## config.mk

```make
export PLATFORM = sky130hd
export DESIGN_NAME = irq_ctrl
export DESIGN_NICKNAME = d
export VERILOG_FILES = /design/src/rtl/irq_ctrl_pkg.sv /design/src/rtl/irq_prio_enc.sv /design/src/rtl/irq_ctrl.sv
export SDC_FILE = /design/constraint.sdc
export NUM_CORES = 1
export LEC_CHECK = 0
export CAP_MARGIN = 25
export CORE_MARGIN = 3
export CORE_UTILIZATION = 35
export CTS_BUF_LIST = sky130_fd_sc_hd__clkbuf_16
export DETAILED_ROUTE_END_ITERATION = 8
export PLACE_DENSITY = 0.78
export SLEW_MARGIN = 30
export SYNTH_ARGS = -nofsm -noshare
export SYNTH_HDL_FRONTEND = slang
export SYNTH_SLANG_ARGS = --single-unit
```

## constraint.sdc

```tcl
create_clock -name clk -period 2.41 [get_ports clk]
set_input_delay 0.482 -clock clk [delete_from_list [all_inputs] [get_ports clk]]
set_output_delay 0.482 -clock clk [all_outputs]
set_load 0.05 [all_outputs]
```

## src/rtl/irq_ctrl_pkg.sv

```systemverilog
// ---------------------------------------------------------------------------
// irq_ctrl_pkg : shared types and constants for the interrupt controller
// Revision     : 1.0
// ---------------------------------------------------------------------------
`default_nettype none

package irq_ctrl_pkg;

  localparam int unsigned ID_W = 6;

  localparam logic [1:0] OFF_PENDING = 2'd0;
  localparam logic [1:0] OFF_ENABLE  = 2'd1;
  localparam logic [1:0] OFF_CLAIM   = 2'd2;
  localparam logic [1:0] OFF_STATUS  = 2'd3;

  localparam logic [31:0] ADR_LAST = 32'h0000_000C;

  typedef enum logic [1:0] {
    IDLE    = 2'd0,
    PEND    = 2'd1,
    SERVICE = 2'd2
  } irq_state_e;

  typedef struct packed {
    logic        cyc;
    logic        stb;
    logic        we;
    logic [3:0]  sel;
    logic [31:0] adr;
    logic [31:0] dat;
  } wb_req_t;

  typedef struct packed {
    logic        ack;
    logic        err;
    logic [31:0] dat;
  } wb_rsp_t;

  function automatic logic [31:0] sel_to_mask(input logic [3:0] sel);
    return {{8{sel[3]}}, {8{sel[2]}}, {8{sel[1]}}, {8{sel[0]}}};
  endfunction

endpackage

`default_nettype wire

```

## src/rtl/irq_prio_enc.sv

```systemverilog
// ---------------------------------------------------------------------------
// irq_prio_enc : lowest-index-first priority encoder, returns {valid, index+1}
// Revision     : 1.0
// ---------------------------------------------------------------------------
`default_nettype none

module irq_prio_enc
  import irq_ctrl_pkg::*;
#(
  parameter int unsigned N_SRC = 8
) (
  input  logic [N_SRC-1:0] req_i,
  output logic             valid_o,
  output logic [ID_W-1:0]  id_o
);

  // Scan from the top down so the lowest set index is the last to write.
  always_comb begin
    valid_o = 1'b0;
    id_o    = '0;
    for (int i = N_SRC - 1; i >= 0; i--) begin
      if (req_i[i]) begin
        valid_o = 1'b1;
        id_o    = ID_W'(i + 1);
      end
    end
  end

endmodule

`default_nettype wire

```

## src/rtl/irq_ctrl.sv

```systemverilog
// ---------------------------------------------------------------------------
// irq_ctrl : edge-capturing interrupt controller with claim/complete over WB
// Revision : 1.0
// ---------------------------------------------------------------------------
`default_nettype none

module irq_ctrl
  import irq_ctrl_pkg::*;
#(
  parameter int unsigned N_SRC = 8
) (
  input  logic             clk,
  input  logic             rst_i,
  input  logic [N_SRC-1:0] src_i,
  output logic             irq_o,
  input  wb_req_t          wb_req_i,
  output wb_rsp_t          wb_rsp_o
);

  logic [N_SRC-1:0] src_q;
  logic [N_SRC-1:0] pending_q, pending_d;
  logic [N_SRC-1:0] enable_q, enable_d;
  logic [ID_W-1:0]  claimed_q, claimed_d;
  irq_state_e       state_q, state_d;

  logic             access;
  logic             adr_ok;
  logic             rd;
  logic             wr;
  logic [1:0]       off;
  logic [31:0]      lane32;
  logic [N_SRC-1:0] lane;
  logic [N_SRC-1:0] wdat;
  logic [N_SRC-1:0] active;
  logic             act_valid;
  logic [ID_W-1:0]  act_id;
  logic             claim_rd;
  logic             complete;
  logic [N_SRC-1:0] edges;
  logic [N_SRC-1:0] w1c;
  logic [N_SRC-1:0] claim_clr;
  logic             unused_bits;

  assign access = wb_req_i.cyc & wb_req_i.stb;
  assign adr_ok = (wb_req_i.adr <= ADR_LAST);
  assign rd     = access & ~wb_req_i.we & adr_ok;
  assign wr     = access & wb_req_i.we & adr_ok;
  assign off    = wb_req_i.adr[3:2];
  assign lane32 = sel_to_mask(wb_req_i.sel);
  assign lane   = lane32[N_SRC-1:0];
  assign wdat   = wb_req_i.dat[N_SRC-1:0];

  assign unused_bits = ^wb_req_i.dat;

  assign active = pending_q & enable_q;

  irq_prio_enc #(
    .N_SRC (N_SRC)
  ) u_prio (
    .req_i   (active),
    .valid_o (act_valid),
    .id_o    (act_id)
  );

  assign claim_rd = rd && (off == OFF_CLAIM) && (state_q == PEND) && act_valid;
  assign complete = wr && (off == OFF_CLAIM) && (state_q == SERVICE) &&
                    (wb_req_i.dat[ID_W-1:0] == claimed_q);

  assign edges = src_i & ~src_q;
  assign w1c   = (wr && (off == OFF_PENDING)) ? (wdat & lane) : '0;
  // Isolating the lowest set bit of active is exactly the claimed source.
  assign claim_clr = claim_rd ? (active & ~(active - N_SRC'(1))) : '0;

  // A new edge is ORed in last so it survives both W1C and a same-cycle claim.
  assign pending_d = (pending_q & ~w1c & ~claim_clr) | edges;

  always_comb begin
    enable_d = enable_q;
    if (wr && (off == OFF_ENABLE)) begin
      enable_d = (enable_q & ~lane) | (wdat & lane);
    end
  end

  always_comb begin
    claimed_d = claimed_q;
    if (claim_rd) begin
      claimed_d = act_id;
    end else if (complete) begin
      claimed_d = '0;
    end
  end

  // FSM: state register
  always_ff @(posedge clk) begin
    if (rst_i) begin
      state_q   <= IDLE;
      src_q     <= '0;
      pending_q <= '0;
      enable_q  <= '0;
      claimed_q <= '0;
    end else begin
      state_q   <= state_d;
      src_q     <= src_i;
      pending_q <= pending_d;
      enable_q  <= enable_d;
      claimed_q <= claimed_d;
    end
  end

  // FSM: next state
  always_comb begin
    state_d = state_q;
    unique case (state_q)
      IDLE: begin
        if (act_valid) state_d = PEND;
      end
      PEND: begin
        if (claim_rd)        state_d = SERVICE;
        else if (!act_valid) state_d = IDLE;
      end
      SERVICE: begin
        if (complete) state_d = act_valid ? PEND : IDLE;
      end
      default: state_d = IDLE;
    endcase
  end

  // FSM: outputs
  always_comb begin
    irq_o = (state_q == PEND);
  end

  always_comb begin
    wb_rsp_o.ack = access;
    wb_rsp_o.err = access & ~adr_ok;
    wb_rsp_o.dat = '0;
    if (rd) begin
      unique case (off)
        OFF_PENDING: wb_rsp_o.dat = 32'(pending_q);
        OFF_ENABLE:  wb_rsp_o.dat = 32'(enable_q);
        OFF_CLAIM:   wb_rsp_o.dat = (state_q == PEND) ? 32'(act_id) : 32'd0;
        OFF_STATUS:  wb_rsp_o.dat = {29'b0, state_q, (state_q == PEND)};
        default:     wb_rsp_o.dat = '0;
      endcase
    end
  end

endmodule

`default_nettype wire

```

==> metrics.txt, run 1 <==
PnR worst setup slack -0.184 ns; Crit path arrival time 2.11 ns; Max Transition Viols Final 0; initial antenna violation count 0; dominant cell by count in the synthesized netlist sky130_fd_sc_hd__dfxtp_1; number of buffers created by CTS 5; skew final 0.00687 ns; leading cell types by count after synthesis 30 x sky130_fd_sc_hd__dfxtp_1, 25 x sky130_fd_sc_hd__buf_4, 21 x sky130_fd_sc_hd__nor2_1; worst-margin pin slew 0.582 ns; global route total overflow 0; GRT Total Usage 19.8%; signed area change from the synthesized netlist to the final layout 58.2%; Synth async-reset ratio 0%; top area cells in the synthesized netlist sky130_fd_sc_hd__dfxtp_1 30%, sky130_fd_sc_hd__buf_4 9.3%, sky130_fd_sc_hd__mux2i_1 6.5%; residual DRC count 0; Setup Viol. Count Final 8; startpoint class of the critical path primary input; RSZ-0062 raised after global routing true; post-route ant nets 0; area share of the largest cell type after synthesis 29.9%; antenna diode count 0; sequential element share of the synthesized area 29.9%; path type of the worst setup path primary input to output port; net switching power 406 µW; cell type contributing the most total cell area after synthesis sky130_fd_sc_hd__dfxtp_1; main combinational cell family by area after synthesis simple AND/OR/NAND/NOR gates; synthesized-area fraction occupied by xor and xnor cells 1.74%; Die Area 0.00668 mm²; Std-Cell Core Area 0.00534 mm²; Starting Density 37.6%; Critical Path RT 1.93 ns; synth unique cells 50; Clock power frac 41.3%; area share of and/or/nand/nor cells after synthesis 27.5%; maximum root-to-sink buffer count 2; run status complete, but fails checks; leakage power summed over all cells 1.24 nW; fillers 481; Tmin final 2.59 ns; initial DRC count 159; dominant synthesized flop cell sky130_fd_sc_hd__dfxtp_1; DR vias/cell 5.23; WL per Instance 15.5 µm; ratio of cells with drive above 1 in the final layout 27.1%; Post-CTS Hold Fix Bufs 0; synthesized-area fraction occupied by adder cells 0%; Layout Nets 416; proportion of power drawn by combinational gates 20.7%; Mapped Avg Cell Area 8.23 µm²; clock net sink count 30; critical path peak fanout 4; clock root buffer master sky130_fd_sc_hd__clkbuf_16; via count 2124; number of warning messages in the yosys log 0; placer congestion estimate 0.905; wire length of the first global-routing pass 10.2 mm; HPWL after DPL 4.73 mm; maximum number of pins on one net before global-route repair 36; Clk Latency, worst-skew pair 0.27 ns; Cell Rows 26; Post-Route WL 6.28 mm; sequential power share 37.9%; violated checks negative setup slack; number of max-capacitance violations reported 0; total count of hold-check failures in the final report 0; Post-Syn Area 0.00201 mm²; number of enable flip-flop cells after synthesis 0; height of the die 81.7 µm; 1st-pass router iterations 4; post-synthesis compound-gate area fraction 20.1%; relative slew slack 61.2%; Worst-path clk slew 0.05 ns; share of cell area taken by muxes after synthesis 6.48%; final clock period utilization by the worst path 108%; internal power consumption 1.00 mW; Worst Setup Slack post-DPL -0.530 ns; TritonCTS clock tree yes; Power Density 443 mW/mm²; Synth Register Bits 30; VDD IR max 383 µV; kind of end point of the critical path output port; Top-Level Pins 116; Setup TNS Final -1.15 ns; DIE WIDTH 81.7 µm; number of global-route vias before repair 2039; number of I/O port buffers 64; fraction of power spent switching nets 28.9%; hold crit path type flop to flop; achievable clock frequency 386 MHz; Cells after Synth 244; H-Tree Depth 2; post-route total power 1.41 mW
[layout by cell type (no fill, tap or decap), types with 6 or more instances in the layout]
| master | Yosys | final |
|---|---|---|
| sky130_fd_sc_hd__dlygate4sd2_1 | 0 | 6 |
| sky130_fd_sc_hd__nor2_4 | 0 | 6 |
| sky130_fd_sc_hd__conb_1 | 1 | 24 |
| sky130_fd_sc_hd__clkdlybuf4s15_1 | 0 | 8 |
| sky130_fd_sc_hd__mux2i_1 | 13 | 13 |
| sky130_fd_sc_hd__buf_2 | 2 | 10 |
| sky130_fd_sc_hd__nand2_1 | 13 | 12 |
| sky130_fd_sc_hd__nor2b_1 | 15 | 14 |
| sky130_fd_sc_hd__o21ai_0 | 8 | 6 |
| sky130_fd_sc_hd__buf_12 | 0 | 10 |
| sky130_fd_sc_hd__dfxtp_1 | 30 | 30 |
| sky130_fd_sc_hd__nor2_1 | 21 | 14 |
| sky130_fd_sc_hd__a22o_1 | 7 | 7 |
| sky130_fd_sc_hd__buf_4 | 25 | 28 |
| sky130_fd_sc_hd__nand4_1 | 6 | 6 |
| sky130_fd_sc_hd__clkdlybuf4s50_1 | 0 | 22 |
| sky130_fd_sc_hd__inv_1 | 16 | 17 |
[layer usage]
| metal | vias up | GRT usage [%] | wire length, µm |
|---|---|---|---|
| met5 | - | 0 | 0 |
| met4 | 0 | 5.48 | 112 |
| met3 | 10 | 5.04 | 430 |
| met2 | 86 | 32.3 | 3160 |
| met1 | 1009 | 25.8 | 2580 |
| li1 | 1019 | - | - |
[through the flow]
step	utilization (%)	area (µm²)	hold slack [ns]	cells
6_report	59.5	3180	0.474	406
5_1_grt	59.5	3180	0.496	406
4_1_cts	59.8	3190	0.479	407
3_5_place_dp	56.6	3020	0.465	393
3_3_place_gp	56.6	3020	0.454	393
2_1_floorplan	-	2230	0.452	267
[final timing paths]
path / end / slack [ns] / startpoint / depth (start not counted)
worst max register to register: claimed_q[2]$_SDFFE_PP0P_ / 0.32 / flop / 6
worst min-delay path: pending_q[0]$_SDFF_PP0_ / 0.47 / src_q[0]$_SDFF_PP0_ / 2
worst max-delay path: wb_rsp_o[5] / -0.18 / wb_req_i[70] / 6
worst min register to register: pending_q[0]$_SDFF_PP0_ / 0.47 / src_q[0]$_SDFF_PP0_ / 2
[cell families after synthesis]
| logic type | after synthesis |
|---|---|
| AND/OR/NAND/NOR | 92 |
| AO/OA/AOI/OAI | 54 |
| buffers and inverters | 50 |
| flip-flops | 30 |
| multiplexers | 13 |
| XOR/XNOR | 4 |
| other | 1 |
[layout make-up]
cell class / instances / area [µm²] / share of cell area, %
tap: 70 / 87.6 / 2.76
multi-input combinational: 187 / 1390 / 43.6
timing repair buffer: 95 / 906 / 28.5
inverter: 16 / 60.1 / 1.89
clock inverter: 3 / 12.5 / 0.394
sequential: 30 / 601 / 18.9
clock buffer: 5 / 125 / 3.94
[critical path, cell delays in order]
cell,delay [ns]
sky130_fd_sc_hd__clkdlybuf4s50_1,0.49
sky130_fd_sc_hd__nand2_2,0.07
sky130_fd_sc_hd__or3_4,0.39
sky130_fd_sc_hd__or3_4,0.41
sky130_fd_sc_hd__nor2_4,0.13
sky130_fd_sc_hd__buf_12,0.14
[timing repair]
| action | 4_1_cts | 5_1_grt |
|---|---|---|
| setup buffers | 5 | 3 |
| gates cloned | 1 | 0 |
| setup endpoints to repair | 10 | 26 |
| pin swaps | 15 | 8 |
| resized for setup | 96 | 13 |
[power groups by stage]
stage	Sequential [mW]	Clock [mW]	Combinational, mW
6_report	0.534	0.581	0.292
5_1_grt	0.535	0.613	0.310
4_1_cts	0.533	0.582	0.291
3_5_place_dp	0.542	0	0.303
3_3_place_gp	0.541	0	0.299
2_1_floorplan	0.538	0	0.198
(Power assumes the default switching activity.)
==> run 2, diff against run 1 <==
- CORE_MARGIN: 3 -> not set
- PLACE_DENSITY: 0.78 -> 0.75
==> metrics.txt, run 2 (same netlist as run 1, synthesis figures left out) <==
run status complete, but fails checks; violated checks negative setup slack; relative slew slack 65.0%; height of the die 77.7 µm; Std-Cell Core Area 0.00551 mm²; maximum root-to-sink buffer count 2; number of I/O port buffers 64; global route total overflow 0; endpoint of the lowest-slack register-to-register path claimed_q[1]$_SDFFE_PP0P_; setup slack, reg-to-reg 0.38 ns; initial antenna violation count 0; leakage power summed over all cells 1.20 nW; WL per Instance 15.0 µm; total count of hold-check failures in the final report 0; clock root buffer master sky130_fd_sc_hd__clkbuf_16; startpoint class of the critical path primary input; VDD IR max 275 µV; number of max-capacitance violations reported 0; achievable clock frequency 380 MHz; worst setup path start wb_req_i[36]; fillers 493; total placed cells including tap cells 391; worst reg2reg startpoint pending_q[2]$_SDFF_PP0_; maximum number of pins on one net before global-route repair 36; Die Area 0.00604 mm²; number of global-route vias before repair 2005; cell with the biggest individual delay on the critical path sky130_fd_sc_hd__or3_4; Post-Route WL 6.01 mm; last element of the critical path wb_rsp_o[4]; Worst Setup Slack post-DPL -0.560 ns; signed area change from the synthesized netlist to the final layout 56.1%; residual DRC count 0; commonest cells after routing, fill and taps aside 30 x sky130_fd_sc_hd__dfxtp_1, 24 x sky130_fd_sc_hd__conb_1, 23 x sky130_fd_sc_hd__buf_4; worst-margin pin slew 0.525 ns; PnR worst setup slack -0.219 ns; TritonCTS clock tree yes; most frequent cell on the critical path sky130_fd_sc_hd__or3_4; DR vias/cell 5.16; RSZ-0062 raised after global routing true; Setup Viol. Count Final 8; post-route ant nets 0; Cell Rows 27; GRT Total Usage 20.9%; CP peak stage delay 0.42 ns; depth of the most critical reg-to-reg path 6; 1st-pass router iterations 4; worst hold slack across all endpoints 0.474 ns; antenna diode count 0; Starting Density 36.5%; cells traversed along the worst timing path buf_6, nor4_4, nand4_2, or3_4, or3_4, nor2_4, buf_12; HPWL after DPL 4.45 mm; post-route total power 1.41 mW; Crit path arrival time 2.15 ns; most common cell after layout, fill and taps aside sky130_fd_sc_hd__dfxtp_1; Power Density 451 mW/mm²; clock net sink count 30; final clock period utilization by the worst path 109%; via count 2068; number of buffers created by CTS 5; critical path peak fanout 4; Tmin final 2.63 ns; H-Tree Depth 2; wire length of the first global-routing pass 9.73 mm; Max Transition Viols Final 0; Cell Count, Final, Fillers Out 401; initial DRC count 151; Clk Latency, worst-skew pair 0.28 ns; Critical Path RT 1.93 ns; DIE WIDTH 77.7 µm; skew final 0.00745 ns; kind of end point of the critical path output port; Worst-path clk slew 0.05 ns; placer congestion estimate 0.846; Top-Level Pins 116; Layout Nets 409; ratio of cells with drive above 1 in the final layout 26.1%; hold crit path type flop to flop; path type of the worst setup path primary input to output port
==> run 2: worst min-delay path by stage <==
| stage | startpoint | to | depth (start not counted) |
|---|---|---|---|
| floorplan | src_q[0]$_SDFF_PP0_ | pending_q[0]$_SDFF_PP0_ | 2 |
| global placement | src_q[7]$_SDFF_PP0_ | pending_q[7]$_SDFF_PP0_ | 2 |
| detailed placement | src_q[7]$_SDFF_PP0_ | pending_q[7]$_SDFF_PP0_ | 2 |
| CTS | src_q[7]$_SDFF_PP0_ | pending_q[7]$_SDFF_PP0_ | 2 |
| global route | src_q[7]$_SDFF_PP0_ | pending_q[7]$_SDFF_PP0_ | 2 |
| finish | src_q[3]$_SDFF_PP0_ | pending_q[3]$_SDFF_PP0_ | 2 |
==> run 2: cell type report <==
| type | count | area (µm²) | share of cell area [%] |
|---|---|---|---|
| Timing Repair Buffer | 88 | 872 | 27.8 |
| Tap cell | 72 | 90.1 | 2.87 |
| Sequential cell | 30 | 601 | 19.2 |
| Inverter | 16 | 60.1 | 1.92 |
| Clock inverter | 3 | 12.5 | 0.399 |
| Clock buffer | 5 | 125 | 3.99 |
| Multi-Input combinational cell | 187 | 1370 | 43.8 |
==> run 2: metrics by stage <==
step / instance area (µm²) / setup TNS (ns) / util, %
floorplan: 2230 / -1.48 / -
global placement: 3000 / -5.98 / 54.5
detailed placement: 3000 / -6.73 / 54.5
CTS: 3130 / -1.64 / 56.9
global route: 3130 / -1.69 / 56.9
finish: 3130 / -1.27 / 56.9
==> run 2: critical path: cells and delay by family <==
| kind | cells | cell delay (ns) |
|---|---|---|
| buffers and inverters | 2 | 0.24 |
| AND/OR/NAND/NOR | 5 | 1.41 |
==> run 2: where the power goes <==
group          internal (mW)  leakage (nW)  switching [mW]
Clock                  0.372        0.0724           0.213
Sequential             0.516         0.246          0.0161
Combinational          0.115         0.885           0.180
Total                   1.00          1.20           0.409
==> run 2: layer usage <==
| layer | part of all wire [%] | track usage, % |
|---|---|---|
| met5 | 0 | 0 |
| met4 | 1.8 | 7.36 |
| met3 | 5.7 | 4.82 |
| met2 | 50 | 34.8 |
| met1 | 43 | 26.2 |
==> run 2: what timing repair did <==
action,4_1_cts,5_1_grt
gates resized for setup,94,23
setup endpoints to repair,9,8
setup buffers,2,1
pin swaps,14,5
hold buffers,0,0
